$ cat src/rtl/rca_multibyte_seq_if.sv
// Request/result bundle for the multibyte add/sub sequencer.
// master drives operands and res_ready; slave returns busy and result fields.
interface rca_multibyte_seq_if #(
   parameter int NBYTES = 4
);
   localparam int W = 8 * NBYTES;

   logic         start;
   logic         sub;
   logic         cin;
   logic [W-1:0] op_a;
   logic [W-1:0] op_b;
   logic         busy;
   logic         res_valid;
   logic         res_ready;
   logic [W-1:0] result;
   logic         cout;
   logic         ovf;
   logic         zero;

   modport master (
      output start, sub, cin, op_a, op_b, res_ready,
      input  busy, res_valid, result, cout, ovf, zero
   );

   modport slave (
      input  start, sub, cin, op_a, op_b, res_ready,
      output busy, res_valid, result, cout, ovf, zero
   );
endinterface

$ cat src/rtl/rca_multibyte_seq.sv
// Byte-serial multi-precision add/sub built on one 8-bit ripple adder.
// Ports: clk, rst_n (sync, active-low), bus (slave side of request/result).
module rca8b (
   input  logic [7:0] a,
   input  logic [7:0] b,
   input  logic       ci,
   output logic [7:0] s,
   output logic       co
);
   logic [8:0] c;

   assign c[0] = ci;

   for (genvar i = 0; i < 8; i++) begin : g_bit
      assign s[i]   = a[i] ^ b[i] ^ c[i];
      assign c[i+1] = (a[i] & b[i]) | (c[i] & (a[i] ^ b[i]));
   end

   assign co = c[8];
endmodule

module rca_multibyte_seq #(
   parameter int NBYTES = 4
) (
   input logic                 clk,
   input logic                 rst_n,
   rca_multibyte_seq_if.slave  bus
);
   localparam int W = 8 * NBYTES;

   localparam logic [1:0] S_IDLE = 2'd0;
   localparam logic [1:0] S_RUN  = 2'd1;
   localparam logic [1:0] S_DONE = 2'd2;

   localparam logic [2:0] LAST = 3'(NBYTES - 1);

   logic [1:0]   state;
   logic [2:0]   idx;
   logic [W-1:0] a_q;
   logic [W-1:0] b_q;
   logic [W-1:0] res_q;
   logic [W-1:0] res_nx;
   logic         carry_q;
   logic         cout_q;
   logic         ovf_q;
   logic         zero_q;

   logic [5:0]   lo;
   logic [7:0]   a_byte;
   logic [7:0]   b_byte;
   logic [7:0]   sum;
   logic         co;

   assign lo     = {idx, 3'b000};
   assign a_byte = a_q[lo +: 8];
   assign b_byte = b_q[lo +: 8];

   rca8b u_add (
      .a  (a_byte),
      .b  (b_byte),
      .ci (carry_q),
      .s  (sum),
      .co (co)
   );

   // Result with the current byte merged in, so zero sees the final byte.
   always_comb begin
      res_nx          = res_q;
      res_nx[lo +: 8] = sum;
   end

   always_ff @(posedge clk) begin
      if (!rst_n) begin
         state   <= S_IDLE;
         idx     <= '0;
         a_q     <= '0;
         b_q     <= '0;
         res_q   <= '0;
         carry_q <= 1'b0;
         cout_q  <= 1'b0;
         ovf_q   <= 1'b0;
         zero_q  <= 1'b0;
      end else begin
         unique case (state)
            S_IDLE: begin
               if (bus.start) begin
                  a_q     <= bus.op_a;
                  // Subtract as A + ~B + 1.
                  b_q     <= bus.sub ? ~bus.op_b : bus.op_b;
                  carry_q <= bus.sub | bus.cin;
                  idx     <= '0;
                  state   <= S_RUN;
               end
            end
            S_RUN: begin
               res_q   <= res_nx;
               carry_q <= co;
               idx     <= idx + 3'd1;
               if (idx == LAST) begin
                  cout_q <= co;
                  // Carry into the MSB recovered from its sum bit.
                  ovf_q  <= (a_byte[7] ^ b_byte[7] ^ sum[7]) ^ co;
                  zero_q <= (res_nx == '0);
                  idx    <= '0;
                  state  <= S_DONE;
               end
            end
            S_DONE: begin
               if (bus.res_ready) begin
                  state <= S_IDLE;
               end
            end
            default: state <= S_IDLE;
         endcase
      end
   end

   assign bus.busy      = (state != S_IDLE);
   assign bus.res_valid = (state == S_DONE);
   assign bus.result    = res_q;
   assign bus.cout      = cout_q;
   assign bus.ovf       = ovf_q;
   assign bus.zero      = zero_q;
endmodule

$ cat src/flat_wrapper.sv
// flat-port wrapper written by rule: the top's interface ports become plain ports
module rca_multibyte_seq_flat 
#(
   parameter int NBYTES = 4
)
  (clk, rst_n, bus_start, bus_sub, bus_cin, bus_op_a, bus_op_b, bus_res_ready, bus_busy, bus_res_valid, bus_result, bus_cout, bus_ovf, bus_zero);
  rca_multibyte_seq_if #(.NBYTES(NBYTES)) bus_i ();
  input logic clk;
  input logic rst_n;
  input wire logic [$bits(bus_i.start)-1:0] bus_start;
  input wire logic [$bits(bus_i.sub)-1:0] bus_sub;
  input wire logic [$bits(bus_i.cin)-1:0] bus_cin;
  input wire logic [$bits(bus_i.op_a)-1:0] bus_op_a;
  input wire logic [$bits(bus_i.op_b)-1:0] bus_op_b;
  input wire logic [$bits(bus_i.res_ready)-1:0] bus_res_ready;
  output wire logic [$bits(bus_i.busy)-1:0] bus_busy;
  output wire logic [$bits(bus_i.res_valid)-1:0] bus_res_valid;
  output wire logic [$bits(bus_i.result)-1:0] bus_result;
  output wire logic [$bits(bus_i.cout)-1:0] bus_cout;
  output wire logic [$bits(bus_i.ovf)-1:0] bus_ovf;
  output wire logic [$bits(bus_i.zero)-1:0] bus_zero;
  assign bus_i.start = bus_start;
  assign bus_i.sub = bus_sub;
  assign bus_i.cin = bus_cin;
  assign bus_i.op_a = bus_op_a;
  assign bus_i.op_b = bus_op_b;
  assign bus_i.res_ready = bus_res_ready;
  assign bus_busy = bus_i.busy;
  assign bus_res_valid = bus_i.res_valid;
  assign bus_result = bus_i.result;
  assign bus_cout = bus_i.cout;
  assign bus_ovf = bus_i.ovf;
  assign bus_zero = bus_i.zero;
  rca_multibyte_seq #(.NBYTES(NBYTES)) u_core (.clk(clk), .rst_n(rst_n), .bus(bus_i));
endmodule
$ cat config.mk
export PLATFORM = sky130hd
export DESIGN_NAME = rca_multibyte_seq_flat
export DESIGN_NICKNAME = d
export VERILOG_FILES = /design/src/rtl/rca_multibyte_seq_if.sv /design/src/rtl/rca_multibyte_seq.sv /design/src/flat_wrapper.sv
export SDC_FILE = /design/constraint.sdc
export NUM_CORES = 1
export LEC_CHECK = 0
export CORE_UTILIZATION = 30
export CTS_CLUSTER_SIZE = 24
export DETAILED_ROUTE_END_ITERATION = 8
export PLACE_DENSITY = 0.53
export SLEW_MARGIN = 10
export SYNTH_ARGS = -nofsm -noshare
export SYNTH_HDL_FRONTEND = slang
export SYNTH_SLANG_ARGS = --single-unit
$ cat constraint.sdc
create_clock -name clk -period 6.1 [get_ports clk]
set_clock_uncertainty 0.05 [all_clocks]
set_input_delay 0.915 -clock clk [delete_from_list [all_inputs] [get_ports clk]]
set_output_delay 0.915 -clock clk [all_outputs]
set_load 0.02 [all_outputs]
==> results.yml, run 1 <==
status:
  outcome: "completed"
sta:
  setup_viol: 0
  period_needed_ns: 5.00
  rsz0062_at_grt: "no"
  tightestPinTransition_ns: 1.10
  finalSetupTns_ns: 0
  maxSlewHeadroom: 0.267
  hold_violations: 0
  slew_violations: 0
  fmax_mhz: 200
  min_period_over_period: 0.820
global_routing:
  grt_pass1_vias: 3930
  antenna_found_initial: 0
  grt_pass1_wl_mm: 20.6
  gr-total-overflow: 0
  grt_max_degree: 100
  track_usage: 0.161
power:
  power_density_nw_per_um2: 257
  max-vdd-ir-drop_mv: 0.135
  comb_power_share: 0.183
  switchingPower_uw: 435
  seq_power_share: 0.451
  netSwitchingFraction: 0.263
  leakagePower_uw: 0.00226
  intPower_uw: 1220
  clockPowerShare: 0.366
placement:
  port_buffers: 106
  dp_hpwl_mm: 9.44
  finalWeightedCongestion: 0.839
synth:
  syn_area_per_cell_um2: 9.01
  ys_types: 42
  synth-seq-area-share: 0.426
  netlist_area_um2: 4930
  synth_top_cell_by_area: "dfxtp_1"
  ys_ff_latch: 105
  synth_ff_type: "dfxtp_1"
  synth_area_leaders: "dfxtp_1 43%, mux4_2 7.3%, nand2_1 6.7%"
  yosysWarnings: 0
  async_reset_ff_frac: 0
  synth_edf_count: 0
  synthCells: 547
  synth_top_area_frac: 0.426
  syn-num-nets: 632
setup_path:
  crit_required_ns: 6.33
  cp-end-kind: "flip-flop"
  arrival_ns: 5.23
  crit_start: "u_core.idx[1]$_SDFFE_PN0P_"
  cp_max_fo: 11
  criticalPathCategory: "reg -> reg"
  start_kind: "flip-flop"
  r2r_start: "u_core.idx[1]$_SDFFE_PN0P_"
floorplan:
  die-area_um2: 17000
  rows: 46
  ios: 107
  fp.dieW_um: 130
  core-area_um2: 15900
  start_util: 0.309
  die_h_um: 130
route:
  ant_nets: 0
  drtIter0Drc: 306
  drt-total-wl_mm: 12.9
  drc: 0
  routed_via_density: 4.78
  wl_per_cell_um: 15.1
  firstDrtPassIters: 5
  route.vias.total: 4070
final_layout:
  nFillCells: 1605
  multi_input_area_um2: 2640
  fin_nets: 715
  syn_to_final_growth_pct: 30.6
  layout-drive-gt1-share: 0.0709
  antennaDiodeCount: 0
  regArea_um2: 2100
  final_util: 0.404
  layout_common_cells: "105 x clkdlybuf4s50_1, 105 x dfxtp_1, 88 x nand2_1"
flow_run:
  drv_cap: 0
clock_network:
  numCtsBuffers: 9
  hold_buffers: 0
  clock_tree.root_cell: "clkbuf_16"
  path_clk_slew_ns: 0.07
  tritoncts: "built"
  clk_latency_ns: 0.35
  post-cts-setup-buffer-count: 0
  h-tree-depth: 3
  clock-sinks: 105
  clock_path_buffers: 2
  cts_resized: 0
hold_path:
  hp-class: "reg -> reg"
  min_from: "u_core.a_q[25]$_SDFFE_PN0P_"
==> stage by stage <==
step	hold slack, ns	cell area (um2)	std cells	total power, uW	worst slack (ns)
6_report	0.404	6440	851	1650	1.10
4_1_cts	0.406	6440	851	1670	1.10
5_1_grt	0.428	6440	851	1740	0.788
3_5_place_dp	0.397	6120	835	1070	1.11
2_1_floorplan	0.383	4930	547	947	1.48
3_3_place_gp	0.390	6120	835	1060	1.25
==> worst paths after layout <==
check	slack, ns	depth (start not counted)	to
worst max-delay path	1.10	16	u_core.bus.ovf$_SDFFE_PN0P_
worst min-delay path	0.40	2	u_core.a_q[25]$_SDFFE_PN0P_
worst max register to register	1.10	16	u_core.bus.ovf$_SDFFE_PN0P_
worst min register to register	0.40	2	u_core.a_q[25]$_SDFFE_PN0P_
==> cells in the mapped netlist, types with 2 or more instances <==
cell	n
nand4_1	6
xnor2_1	34
o21ai_0	7
or4_4	2
a211oi_1	34
clkbuf_1	21
buf_2	13
dfxtp_1	105
a21oi_1	47
or3_1	2
buf_1	2
nand2_1	88
ha_1	7
fa_1	8
a2bb2oi_1	4
and2_1	15
mux4_2	16
a2111oi_0	2
o41ai_2	2
buf_4	2
nand2b_1	2
nand3_1	7
nor2b_1	4
inv_1	7
a22oi_1	12
nor2_1	77
mux2i_1	5
nor3_1	2
==> layout make-up <==
type | count | area share
Tap cell | 216 | 0.0420
Timing Repair Buffer | 110 | 0.169
Clock inverter | 4 | 0.00777
Inverter | 7 | 0.00408
Multi-Input combinational cell | 397 | 0.410
Sequential cell | 105 | 0.326
Clock buffer | 12 | 0.0414
==> power by group through the flow <==
| stage | clock network [uW] | registers, uW | logic (uW) |
|---|---|---|---|
| floorplan | 0 | 757 | 190 |
| global placement | 0 | 760 | 299 |
| detailed placement | 0 | 761 | 305 |
| CTS | 619 | 745 | 305 |
| global route | 655 | 750 | 333 |
| finish | 604 | 745 | 303 |
==> cells by family after synthesis <==
kind of cell	synth area share
mux	0.0832
simple gates	0.191
xor+xnor	0.0604
flops	0.426
compound gates	0.149
buf+inv	0.0391
fa+ha+maj	0.0502
==> per-layer routing <==
layer	GRT usage	share of wire	wire, um
met5	0	0	0
met4	0.0547	0.014	174
met3	0.0344	0.040	512
met2	0.253	0.47	6020
met1	0.217	0.48	6160
==> sequential cells by signal (all words and copies together) (netlist names) <==
register,flops
u_core.carry_q,1
u_core.bus.cout,1
u_core.state,2
u_core.bus.zero,1
u_core.bus.ovf,1
u_core.bus.result,32
u_core.b_q,32
u_core.a_q,32
u_core.idx,3
==> critical path, cell delays in order, from the launching register on <==
cell	delay (ns)
dfxtp_1	0.72
mux4_2	0.58
and2_1	0.19
fa_1	0.44
fa_1	0.39
fa_1	0.38
inv_1	0.08
fa_1	0.20
fa_1	0.19
fa_1	0.18
fa_1	0.17
inv_1	0.06
fa_1	0.70
xnor2_1	0.18
xnor2_1	0.14
nand3_1	0.09
a21oi_1	0.18
Power figures use the tool's default switching activity.
==> inputs of run 2 (changes only) <==
- clock period: 6.1 -> 5.2 ns (I/O delays scaled with it)
==> results.yml, run 2 (synthesis gave the netlist of run 1 again) <==
final_layout:
  layout-drive-gt1-share: 0.0738
  regArea_um2: 2100
  fin_nets: 717
  layout_common_cells: "105 x clkdlybuf4s50_1, 105 x dfxtp_1, 88 x nand2_1"
  syn_to_final_growth_pct: 30.2
  multi_input_area_um2: 2640
  finalNonFillerCells: 853
  antennaDiodeCount: 0
  nFillCells: 1615
route:
  wl_per_cell_um: 15.2
  route.vias.total: 4071
  ant_nets: 0
  drt-total-wl_mm: 13.0
  routed_via_density: 4.77
  drc: 0
  drtIter0Drc: 243
  firstDrtPassIters: 4
status:
  outcome: "completed"
sta:
  rsz0062_at_grt: "no"
  min_period_over_period: 0.912
  maxSlewHeadroom: 0.297
  period_needed_ns: 4.74
  hold_violations: 0
  holdWs_ns: 0.405
  finalSetupTns_ns: 0
  setup_viol: 0
  slew_violations: 0
  tightestPinTransition_ns: 1.05
  fmax_mhz: 211
global_routing:
  antenna_found_initial: 0
  track_usage: 0.162
  gr-total-overflow: 0
  grt_pass1_wl_mm: 20.7
  grt_max_degree: 73
  grt_pass1_vias: 3986
setup_path:
  arrival_ns: 4.98
  crit_required_ns: 5.44
  criticalPathCategory: "reg -> reg"
  cp-end-kind: "flip-flop"
  start_kind: "flip-flop"
  cp_max_fo: 9
placement:
  port_buffers: 106
  dp_hpwl_mm: 9.73
  dp_cells: 837
  finalWeightedCongestion: 0.805
floorplan:
  ios: 107
  core-area_um2: 15900
  die-area_um2: 17000
  rows: 46
  fp.dieW_um: 130
  start_util: 0.309
  die_h_um: 130
clock_network:
  clock-sinks: 105
  h-tree-depth: 3
  clock_path_buffers: 2
  post-cts-setup-buffer-count: 0
  clk_latency_ns: 0.35
  path_clk_slew_ns: 0.07
  clock_tree.root_cell: "clkbuf_16"
  cts_resized: 0
  hold_buffers: 0
  numCtsBuffers: 9
  tritoncts: "built"
power:
  max-vdd-ir-drop_mv: 0.180
  leakagePower_uw: 0.00226
  power_uw: 1880
  power_density_nw_per_um2: 292
hold_path:
  hp-class: "reg -> reg"
flow_run:
  drv_cap: 0
==> run 2: cell type report <==
cell class	instances	area share
Multi-Input combinational cell	397	0.411
Sequential cell	105	0.327
Timing Repair Buffer	112	0.171
Tap cell	216	0.0421
Clock buffer	11	0.0394
Clock inverter	5	0.00468
Inverter	7	0.00429
==> run 2: layer usage <==
metal / routed length (um) / up-vias / share of wire / GRT usage
li1: - / 2064 / - / -
met1: 6200 / 1903 / 0.48 / 0.212
met2: 6060 / 91 / 0.47 / 0.260
met3: 482 / 13 / 0.037 / 0.0320
met4: 210 / 0 / 0.016 / 0.0657
met5: 0 / - / 0 / 0
==> run 2: where the power goes <==
group	total [uW]	switching, uW	internal (uW)	leakage [uW]
clock network	648	299	348	0.000137
registers	874	26.4	847	0.000859
logic	356	186	170	0.00126
==> run 2: stage by stage <==
stage	setup WS [ns]	utilization	instance area (um2)
floorplan	0.575	-	4930
global placement	0.643	0.385	6140
detailed placement	0.496	0.385	6140
CTS	0.488	0.403	6420
global route	0.282	0.403	6420
finish	0.455	0.403	6420
==> run 2: final timing paths <==
path / from / to / slack, ns / cells after the start
hold / removal: u_core.a_q[0]$_SDFFE_PN0P_ / u_core.a_q[0]$_SDFFE_PN0P_ / 0.41 / 2
setup / recovery: u_core.idx[1]$_SDFFE_PN0P_ / u_core.bus.zero$_SDFFE_PN0P_ / 0.46 / 17
setup reg to reg: u_core.idx[1]$_SDFFE_PN0P_ / u_core.bus.zero$_SDFFE_PN0P_ / 0.46 / 17
hold reg to reg: u_core.a_q[0]$_SDFFE_PN0P_ / u_core.a_q[0]$_SDFFE_PN0P_ / 0.41 / 2
==> run 2: critical path: stages (launching register included) <==
cell and delay, ns:
dfxtp_1 0.47, mux4_2 0.52, and2_1 0.19, fa_1 0.46
fa_1 0.40, fa_1 0.37, inv_1 0.10, fa_1 0.19
fa_1 0.20, fa_1 0.19, fa_1 0.18, inv_1 0.05
fa_1 0.60, nor2b_1 0.17, nand4_1 0.11, mux2i_1 0.15
nand4_1 0.12, o21ai_1 0.15
==> inputs of run 3 (changes only) <==
- CTS_CLUSTER_SIZE: 24 -> not set
==> results of run 3 <==
No change in the layout: final DEF, timing and power equal those of run 2.
